## src/rtl/id_pipe_stage_pkg.sv

```systemverilog
// Shared opcode constants, instruction field layout and decode helpers
// for the instruction-decode pipeline stage.
package id_pipe_stage_pkg;

  typedef enum logic [5:0] {
    R_FORM = 6'h00,
    JAL    = 6'h03,
    BEQ    = 6'h04,
    BNE    = 6'h05,
    ADDI   = 6'h08,
    ANDI   = 6'h0C,
    ORI    = 6'h0D,
    XORI   = 6'h0E,
    LW     = 6'h23,
    SW     = 6'h2B
  } opcode_e;

  // R-form rd lives in imm[15:11]
  typedef struct packed {
    logic [5:0]  op;
    logic [4:0]  rs;
    logic [4:0]  rt;
    logic [15:0] imm;
  } ins_fields_t;

  function automatic logic uses_rt(input logic [5:0] op);
    case (op)
      R_FORM, SW, BEQ, BNE: return 1'b1;
      default:              return 1'b0;
    endcase
  endfunction

  function automatic logic zero_ext_op(input logic [5:0] op);
    case (op)
      ANDI, ORI, XORI, LW, SW: return 1'b1;
      default:                 return 1'b0;
    endcase
  endfunction

endpackage

```

## src/rtl/id_pipe_stage_if.sv

```systemverilog
// Pipeline bus of the decode stage: IF-side handshake, write-back port,
// EX load information and the registered decoded bundle towards EX.
interface id_pipe_stage_if #(
  parameter int DATA_W  = 32,
  parameter int RADDR_W = 5
);
  logic               in_valid;
  logic               in_ready;
  logic [31:0]        Ins;
  logic               wb_en;
  logic [RADDR_W-1:0] wb_addr;
  logic [DATA_W-1:0]  wb_data;
  logic               ex_load;
  logic [RADDR_W-1:0] ex_rt;
  logic               out_valid;
  logic               out_ready;
  logic [DATA_W-1:0]  Rdata1;
  logic [DATA_W-1:0]  Rdata2;
  logic [DATA_W-1:0]  Ed32;
  logic [RADDR_W-1:0] Wreg;
  logic [5:0]         Opcode;

  modport master (
    output in_valid, Ins, wb_en, wb_addr, wb_data, ex_load, ex_rt, out_ready,
    input  in_ready, out_valid, Rdata1, Rdata2, Ed32, Wreg, Opcode
  );

  modport slave (
    input  in_valid, Ins, wb_en, wb_addr, wb_data, ex_load, ex_rt, out_ready,
    output in_ready, out_valid, Rdata1, Rdata2, Ed32, Wreg, Opcode
  );
endinterface

```

## src/rtl/id_pipe_stage_regfile.sv

```systemverilog
// Two-read/one-write register file with register 0 tied to zero and
// same-cycle write-back forwarding onto both read ports.
module regfile_2r1w #(
  parameter int                DATA_W   = 32,
  parameter int                RADDR_W  = 5,
  parameter logic [DATA_W-1:0] REG_INIT = 32'd2048
) (
  input  logic               CLK,
  input  logic               RST,
  input  logic [RADDR_W-1:0] raddr1,
  input  logic [RADDR_W-1:0] raddr2,
  input  logic               wen,
  input  logic [RADDR_W-1:0] waddr,
  input  logic [DATA_W-1:0]  wdata,
  output logic [DATA_W-1:0]  rdata1,
  output logic [DATA_W-1:0]  rdata2
);

  localparam int NREGS = 2 ** RADDR_W;

  logic [DATA_W-1:0] mem [NREGS];
  logic              bypass1;
  logic              bypass2;

  // Reset wins over a coincident write-back
  always_ff @(posedge CLK) begin
    if (RST) begin
      for (int i = 0; i < NREGS; i++) begin
        mem[i] <= (i == 0) ? '0 : REG_INIT;
      end
    end else if (wen && (waddr != '0)) begin
      mem[waddr] <= wdata;
    end
  end

  assign bypass1 = wen && (waddr == raddr1);
  assign bypass2 = wen && (waddr == raddr2);

  assign rdata1 = (raddr1 == '0) ? '0 : (bypass1 ? wdata : mem[raddr1]);
  assign rdata2 = (raddr2 == '0) ? '0 : (bypass2 ? wdata : mem[raddr2]);

endmodule

```

## src/rtl/id_pipe_stage.sv

```systemverilog
// Instruction-decode stage: operand read with WB bypass, load-use interlock,
// immediate extension and a one-deep valid/ready output register towards EX.
module id_pipe_stage #(
  parameter int                DATA_W   = 32,
  parameter int                RADDR_W  = 5,
  parameter logic [DATA_W-1:0] REG_INIT = 32'd2048,
  parameter int                LINK_REG = (2 ** RADDR_W) - 1
) (
  input logic              CLK,
  input logic              RST,
  id_pipe_stage_if.slave   bus
);

  import id_pipe_stage_pkg::*;

  localparam logic [RADDR_W-1:0] LINK_IDX = RADDR_W'(LINK_REG);

  ins_fields_t        f;
  logic [RADDR_W-1:0] rs;
  logic [RADDR_W-1:0] rt;
  logic [RADDR_W-1:0] rd;
  logic [DATA_W-1:0]  rdata1;
  logic [DATA_W-1:0]  rdata2;
  logic [DATA_W-1:0]  ed_d;
  logic [RADDR_W-1:0] wreg_d;
  logic               hazard;
  logic               advance;
  logic               in_ready;
  logic               accept;

  logic               out_valid_q;
  logic [DATA_W-1:0]  rdata1_q;
  logic [DATA_W-1:0]  rdata2_q;
  logic [DATA_W-1:0]  ed_q;
  logic [RADDR_W-1:0] wreg_q;
  logic [5:0]         opcode_q;

  assign f  = bus.Ins;
  assign rs = RADDR_W'(f.rs);
  assign rt = RADDR_W'(f.rt);
  assign rd = RADDR_W'(f.imm[15:11]);

  regfile_2r1w #(
    .DATA_W  (DATA_W),
    .RADDR_W (RADDR_W),
    .REG_INIT(REG_INIT)
  ) u_regfile (
    .CLK   (CLK),
    .RST   (RST),
    .raddr1(rs),
    .raddr2(rt),
    .wen   (bus.wb_en),
    .waddr (bus.wb_addr),
    .wdata (bus.wb_data),
    .rdata1(rdata1),
    .rdata2(rdata2)
  );

  // rt only matters for the interlock when the instruction actually reads it
  assign hazard = bus.in_valid && bus.ex_load && (bus.ex_rt != '0) &&
                  ((bus.ex_rt == rs) || ((bus.ex_rt == rt) && uses_rt(f.op)));

  assign advance  = !out_valid_q || bus.out_ready;
  assign in_ready = advance && !hazard;
  assign accept   = bus.in_valid && in_ready;

  always_comb begin
    wreg_d = rt;
    ed_d   = DATA_W'($signed(f.imm));
    if (f.op == R_FORM) begin
      wreg_d = rd;
      ed_d   = '0;
    end else if (f.op == JAL) begin
      wreg_d = LINK_IDX;
    end else if (zero_ext_op(f.op)) begin
      ed_d   = DATA_W'(f.imm);
    end
  end

  // Output register: load on accept, drain to a bubble when free, hold on stall
  always_ff @(posedge CLK) begin
    if (RST) begin
      out_valid_q <= 1'b0;
      rdata1_q    <= '0;
      rdata2_q    <= '0;
      ed_q        <= '0;
      wreg_q      <= '0;
      opcode_q    <= '0;
    end else if (accept) begin
      out_valid_q <= 1'b1;
      rdata1_q    <= rdata1;
      rdata2_q    <= rdata2;
      ed_q        <= ed_d;
      wreg_q      <= wreg_d;
      opcode_q    <= f.op;
    end else if (advance) begin
      out_valid_q <= 1'b0;
    end
  end

  assign bus.in_ready  = in_ready;
  assign bus.out_valid = out_valid_q;
  assign bus.Rdata1    = rdata1_q;
  assign bus.Rdata2    = rdata2_q;
  assign bus.Ed32      = ed_q;
  assign bus.Wreg      = wreg_q;
  assign bus.Opcode    = opcode_q;

endmodule

```

## src/flat_wrapper.sv

```systemverilog
// flat-port wrapper written by rule: the top's interface ports become plain ports
module id_pipe_stage_flat import id_pipe_stage_pkg::*;
#(
  parameter int                DATA_W   = 32,
  parameter int                RADDR_W  = 5,
  parameter logic [DATA_W-1:0] REG_INIT = 32'd2048,
  parameter int                LINK_REG = (2 ** RADDR_W) - 1
)
  (CLK, RST, bus_in_valid, bus_Ins, bus_wb_en, bus_wb_addr, bus_wb_data, bus_ex_load, bus_ex_rt, bus_out_ready, bus_in_ready, bus_out_valid, bus_Rdata1, bus_Rdata2, bus_Ed32, bus_Wreg, bus_Opcode);
  id_pipe_stage_if #(.DATA_W(DATA_W), .RADDR_W(RADDR_W)) bus_i ();
  input logic CLK;
  input logic RST;
  input wire logic [$bits(bus_i.in_valid)-1:0] bus_in_valid;
  input wire logic [$bits(bus_i.Ins)-1:0] bus_Ins;
  input wire logic [$bits(bus_i.wb_en)-1:0] bus_wb_en;
  input wire logic [$bits(bus_i.wb_addr)-1:0] bus_wb_addr;
  input wire logic [$bits(bus_i.wb_data)-1:0] bus_wb_data;
  input wire logic [$bits(bus_i.ex_load)-1:0] bus_ex_load;
  input wire logic [$bits(bus_i.ex_rt)-1:0] bus_ex_rt;
  input wire logic [$bits(bus_i.out_ready)-1:0] bus_out_ready;
  output wire logic [$bits(bus_i.in_ready)-1:0] bus_in_ready;
  output wire logic [$bits(bus_i.out_valid)-1:0] bus_out_valid;
  output wire logic [$bits(bus_i.Rdata1)-1:0] bus_Rdata1;
  output wire logic [$bits(bus_i.Rdata2)-1:0] bus_Rdata2;
  output wire logic [$bits(bus_i.Ed32)-1:0] bus_Ed32;
  output wire logic [$bits(bus_i.Wreg)-1:0] bus_Wreg;
  output wire logic [$bits(bus_i.Opcode)-1:0] bus_Opcode;
  assign bus_i.in_valid = bus_in_valid;
  assign bus_i.Ins = bus_Ins;
  assign bus_i.wb_en = bus_wb_en;
  assign bus_i.wb_addr = bus_wb_addr;
  assign bus_i.wb_data = bus_wb_data;
  assign bus_i.ex_load = bus_ex_load;
  assign bus_i.ex_rt = bus_ex_rt;
  assign bus_i.out_ready = bus_out_ready;
  assign bus_in_ready = bus_i.in_ready;
  assign bus_out_valid = bus_i.out_valid;
  assign bus_Rdata1 = bus_i.Rdata1;
  assign bus_Rdata2 = bus_i.Rdata2;
  assign bus_Ed32 = bus_i.Ed32;
  assign bus_Wreg = bus_i.Wreg;
  assign bus_Opcode = bus_i.Opcode;
  id_pipe_stage #(.DATA_W(DATA_W), .RADDR_W(RADDR_W), .REG_INIT(REG_INIT), .LINK_REG(LINK_REG)) u_core (.CLK(CLK), .RST(RST), .bus(bus_i));
endmodule
```

## config.mk

```make
export PLATFORM = sky130hd
export DESIGN_NAME = id_pipe_stage_flat
export DESIGN_NICKNAME = d
export VERILOG_FILES = /design/src/rtl/id_pipe_stage_pkg.sv /design/src/rtl/id_pipe_stage_if.sv /design/src/rtl/id_pipe_stage_regfile.sv /design/src/rtl/id_pipe_stage.sv /design/src/flat_wrapper.sv
export SDC_FILE = /design/constraint.sdc
export NUM_CORES = 2
export LEC_CHECK = 0
export CORE_MARGIN = 2
export CORE_UTILIZATION = 30
export CTS_CLUSTER_DIAMETER = 80
export DETAILED_ROUTE_END_ITERATION = 6
export PLACE_DENSITY = 0.54
export SYNTH_ARGS = -nofsm -noshare
export SYNTH_HDL_FRONTEND = slang
export SYNTH_SLANG_ARGS = --single-unit
```

## constraint.sdc

```tcl
create_clock -name CLK -period 5.4 [get_ports CLK]
set_input_delay 1.08 -clock CLK [delete_from_list [all_inputs] [get_ports CLK]]
set_output_delay 1.08 -clock CLK [all_outputs]
set_load 0.02 [all_outputs]
```

==> run_results.csv <==
group,metric,value,unit
power_and_ir_drop,p_int,15460,uW
sta,setup_viol,0,
floorplan,die_area,194200,um2
floorplan,fp.coreArea,189800,um2
sta,timing.fmax,228.4,MHz
power_and_ir_drop,p_per_area,311.6,nW/um2
clocking,cts_inserted_buffers,114,
floorplan,die_x,440.7,um
detailed_routing,drt-total-wl,212500,um
sta,rsz0062_at_grt,"no",
critical_path,cp_data_required_time,4.32,ns
detailed_routing,post_drt_wl_per_cell,32.89,um
clocking,cts_setup_buffers,0,
grt,grt_pass1_wl,295100,um
floorplan,start_util,30.15,%
placed_design,numPortBuffers,188,
critical_path,regToRegStartpoint,"u_core.bus.out_valid$_SDFFE_PP0P_",
critical_path,cp.arrival,3.30,ns
detailed_routing,drtPass1Iterations,5,
clocking,clockRootBuffer,"clkbuf_16",
clocking,cts_hold_buffers,0,
final_layout,area_growth,16.22,%
sta,slew_headroom,9.776,%
placed_design,hpwl,134100,um
yosys,ys_ff_latch,1117,
clocking,cts_tree,"done",
sta,worst_pin_slew,1.349,ns
hold_path,min_path_type,"reg -> reg",
status,status,"completed",
yosys,ys_seq_area_share,57.00,%
yosys,synth_area_leaders,"edfxtp_1 54%, mux4_2 20%, and2_1 11%, dfxtp_1 3.3%, o22ai_1 2.9%",
critical_path,cp-end-kind,"output port",
critical_path,crit_start,"bus_Ins[25]",
yosys,synthFlopType,"edfxtp_1",
yosys,netlist_instances,3777,
detailed_routing,final_antenna_net_count,0,
sta,setup-tns-final,0,ns
detailed_routing,drc,0,
yosys,synth_top_area_share,53.75,%
yosys,avgSynthCellArea,15.15,um2
yosys,synth_edf_count,1024,
placed_design,dp_slack,0.9670,ns
clocking,cts_resized,0,
grt,antenna_found_initial,30,
grt,grt_pass1_vias,36480,
yosys,synthArstFlopShare,0,%
floorplan,fp-row-count,160,
run,cap_violations,0,
power_and_ir_drop,power_leakage,0.02196,uW
yosys,yosys.area.top_type,"edfxtp_1",
detailed_routing,vias,36910,
clocking,cts.clk_slew.worst_paths,0.06,ns
sta,finClkSkew,0.03506,ns
sta,period_minus_slack,4.379,ns
power_and_ir_drop,seqPwrFrac,49.5,%
power_and_ir_drop,combinationalPowerShare,12.1,%
floorplan,ioPinCount,189,
critical_path,critPathMaxFanout,11,
critical_path,start_kind,"primary input",
hold_path,hold_start,"u_core.bus.Ed32[14]$_SDFFE_PP0P_",
clocking,cts_sinks,1117,
power_and_ir_drop,ir_drop,0.2904,mV
power_and_ir_drop,switching_power,5260,uW
yosys,synth_cell_types,50,
detailed_routing,drt_iter0_drc,4554,
power_and_ir_drop,sw_frac_of_total,25.39,%
yosys,yosys_warnings,0,
detailed_routing,via_per_inst,5.712,
clocking,ctsHtreeMaxLevel,3,
sta,fin_crit_sh,81.09,%
sta,hold_violations,0,
clocking,worstSkewPairLatency,0.76,ns
floorplan,die_y,440.7,um
clocking,cts_buffer_depth,3,
sta,finalWorstSetupSlack,1.021,ns
grt,grt_max_degree,109,
final_layout,nets,3919,
final_layout,drive_gt1_share,24.19,%
placed_design,gp_congestion,0.8618,
grt,grt_use_total,21.58,%
critical_path,critPathKind,"in -> out",
yosys,syn_area,57210,um2
sta,slew_violations,0,
grt,gr-total-overflow,0,
power_and_ir_drop,pwr-share-clk,38.4,%
-- cell families after synthesis --
logic type      Yosys count  synth area share (%)
compound gates          445                 5.264
xor+xnor                 20                0.3062
buf+inv                 459                 3.884
flops                  1117                 57.00
mux                     512                 20.16
other cells               1              0.006555
simple gates           1223                 13.38
-- layer usage --
| metal | routed length, um | part of all wire (%) | vias to the layer above | global-route usage [%] |
|---|---|---|---|---|
| li1 | - | - | 14960 | - |
| met1 | 78700 | 37 | 19490 | 26.76 |
| met2 | 106700 | 50 | 2040 | 36.94 |
| met3 | 16510 | 7.8 | 422 | 3.139 |
| met4 | 10560 | 5.0 | 2 | 10.30 |
| met5 | 13 | 0.0061 | - | 0 |
-- power by group through the flow --
stage,Sequential [uW],Clock [uW],Combinational (uW)
after global routing,10300,8320,2600
after CTS,10300,8020,2500
after global placement,10400,0,2490
after floorplan,10400,0,1440
after detailed placement,10400,0,2490
final,10300,7950,2510
-- path summary, 6_finish.rpt --
check,to,cells after the start,slack [ns]
setup / recovery,bus_in_ready,6,1.02
hold / removal,u_core.bus.Ed32[14]$_SDFFE_PP0P_,2,0.47
setup reg to reg,u_core.bus.Rdata1[26]$_SDFFE_PP0P_,6,2.77
hold reg to reg,u_core.bus.Ed32[14]$_SDFFE_PP0P_,2,0.47
-- area by class of cell --
cell class | instances | area (um2)
antenna | 19 | 47.55
clock buffer | 152 | 3117
clock inverter | 57 | 519.2
fill | 18010 | 123300
inverter | 5 | 21.27
multi-input combinational | 2232 | 23120
sequential | 1117 | 32610
tap | 2511 | 3142
timing repair buffer | 369 | 3909
-- worst max-delay path, stage by stage --
cell and delay [ns]:
clkdlybuf4s50_1 0.64, xor2_1 0.26, or4_4 0.58, nor2_4 0.11, nor3_1 0.06, clkdlybuf4s50_1 0.56
-- state kept, by name (all words and copies together), names as in the netlist --
register,flops
u_core.bus.Rdata1,32
u_core.bus.Opcode,6
u_core.bus.Wreg,5
u_core.u_regfile.mem,1024
u_core.bus.Ed32,17
u_core.bus.out_valid,1
u_core.bus.Rdata2,32
-- placed cells by master (no fill, tap or decap), types with 21 or more instances in the layout --
master | Yosys | layout
edfxtp_1 | 1024 | 1024
and2_1 | 961 | 961
mux4_2 | 512 | 512
o22ai_1 | 261 | 261
clkdlybuf4s50_1 | 0 | 183
buf_4 | 42 | 130
clkbuf_16 | 0 | 115
dfxtp_1 | 93 | 93
nor4_1 | 65 | 65
a221o_1 | 64 | 64
buf_12 | 2 | 52
or4_1 | 48 | 48
or3_1 | 40 | 38
o21ai_4 | 0 | 33
a21oi_1 | 32 | 32
conb_1 | 1 | 32
o21ai_0 | 59 | 28
clkbuf_1 | 292 | 27
nor2_4 | 1 | 24
clkinv_1 | 0 | 21
-- synthesized netlist by cell type (2+ instances only) --
library cell  count
nor2_1           40
o21ai_1           2
nor2b_1           2
xnor2_1          10
buf_6            25
mux4_2          512
or3_1            40
a2111oi_2         2
inv_1             5
xor2_1           10
dfxtp_1          93
and2_1          961
buf_2            88
o22ai_1         261
or2_2             2
nor4_1           65
o21ai_0          59
buf_4            42
nand3b_1         11
or4_1            48
buf_1             4
a21oi_1          32
o211a_1          18
edfxtp_1       1024
nor3_1            3
clkbuf_1        292
nand2_1           7
nand3_1          10
or3b_2            7
a221o_1          64
nand4_1          17
nand4b_1          2
buf_12            2
-- through the flow --
stage	instances	utilization [%]	instance area (um2)	power [uW]	hold slack (ns)
floorplan	3808	-	57330	11810	0.5494
detailed placement	6234	33.09	62810	12920	0.4660
CTS	6443	35.01	66440	20770	0.4720
global placement	6234	33.09	62810	12910	0.4589
finish	6462	35.03	66490	20720	0.4709
global route	6451	35.02	66460	21230	0.5012
Note: power is estimated with default switching activity, not from simulation.
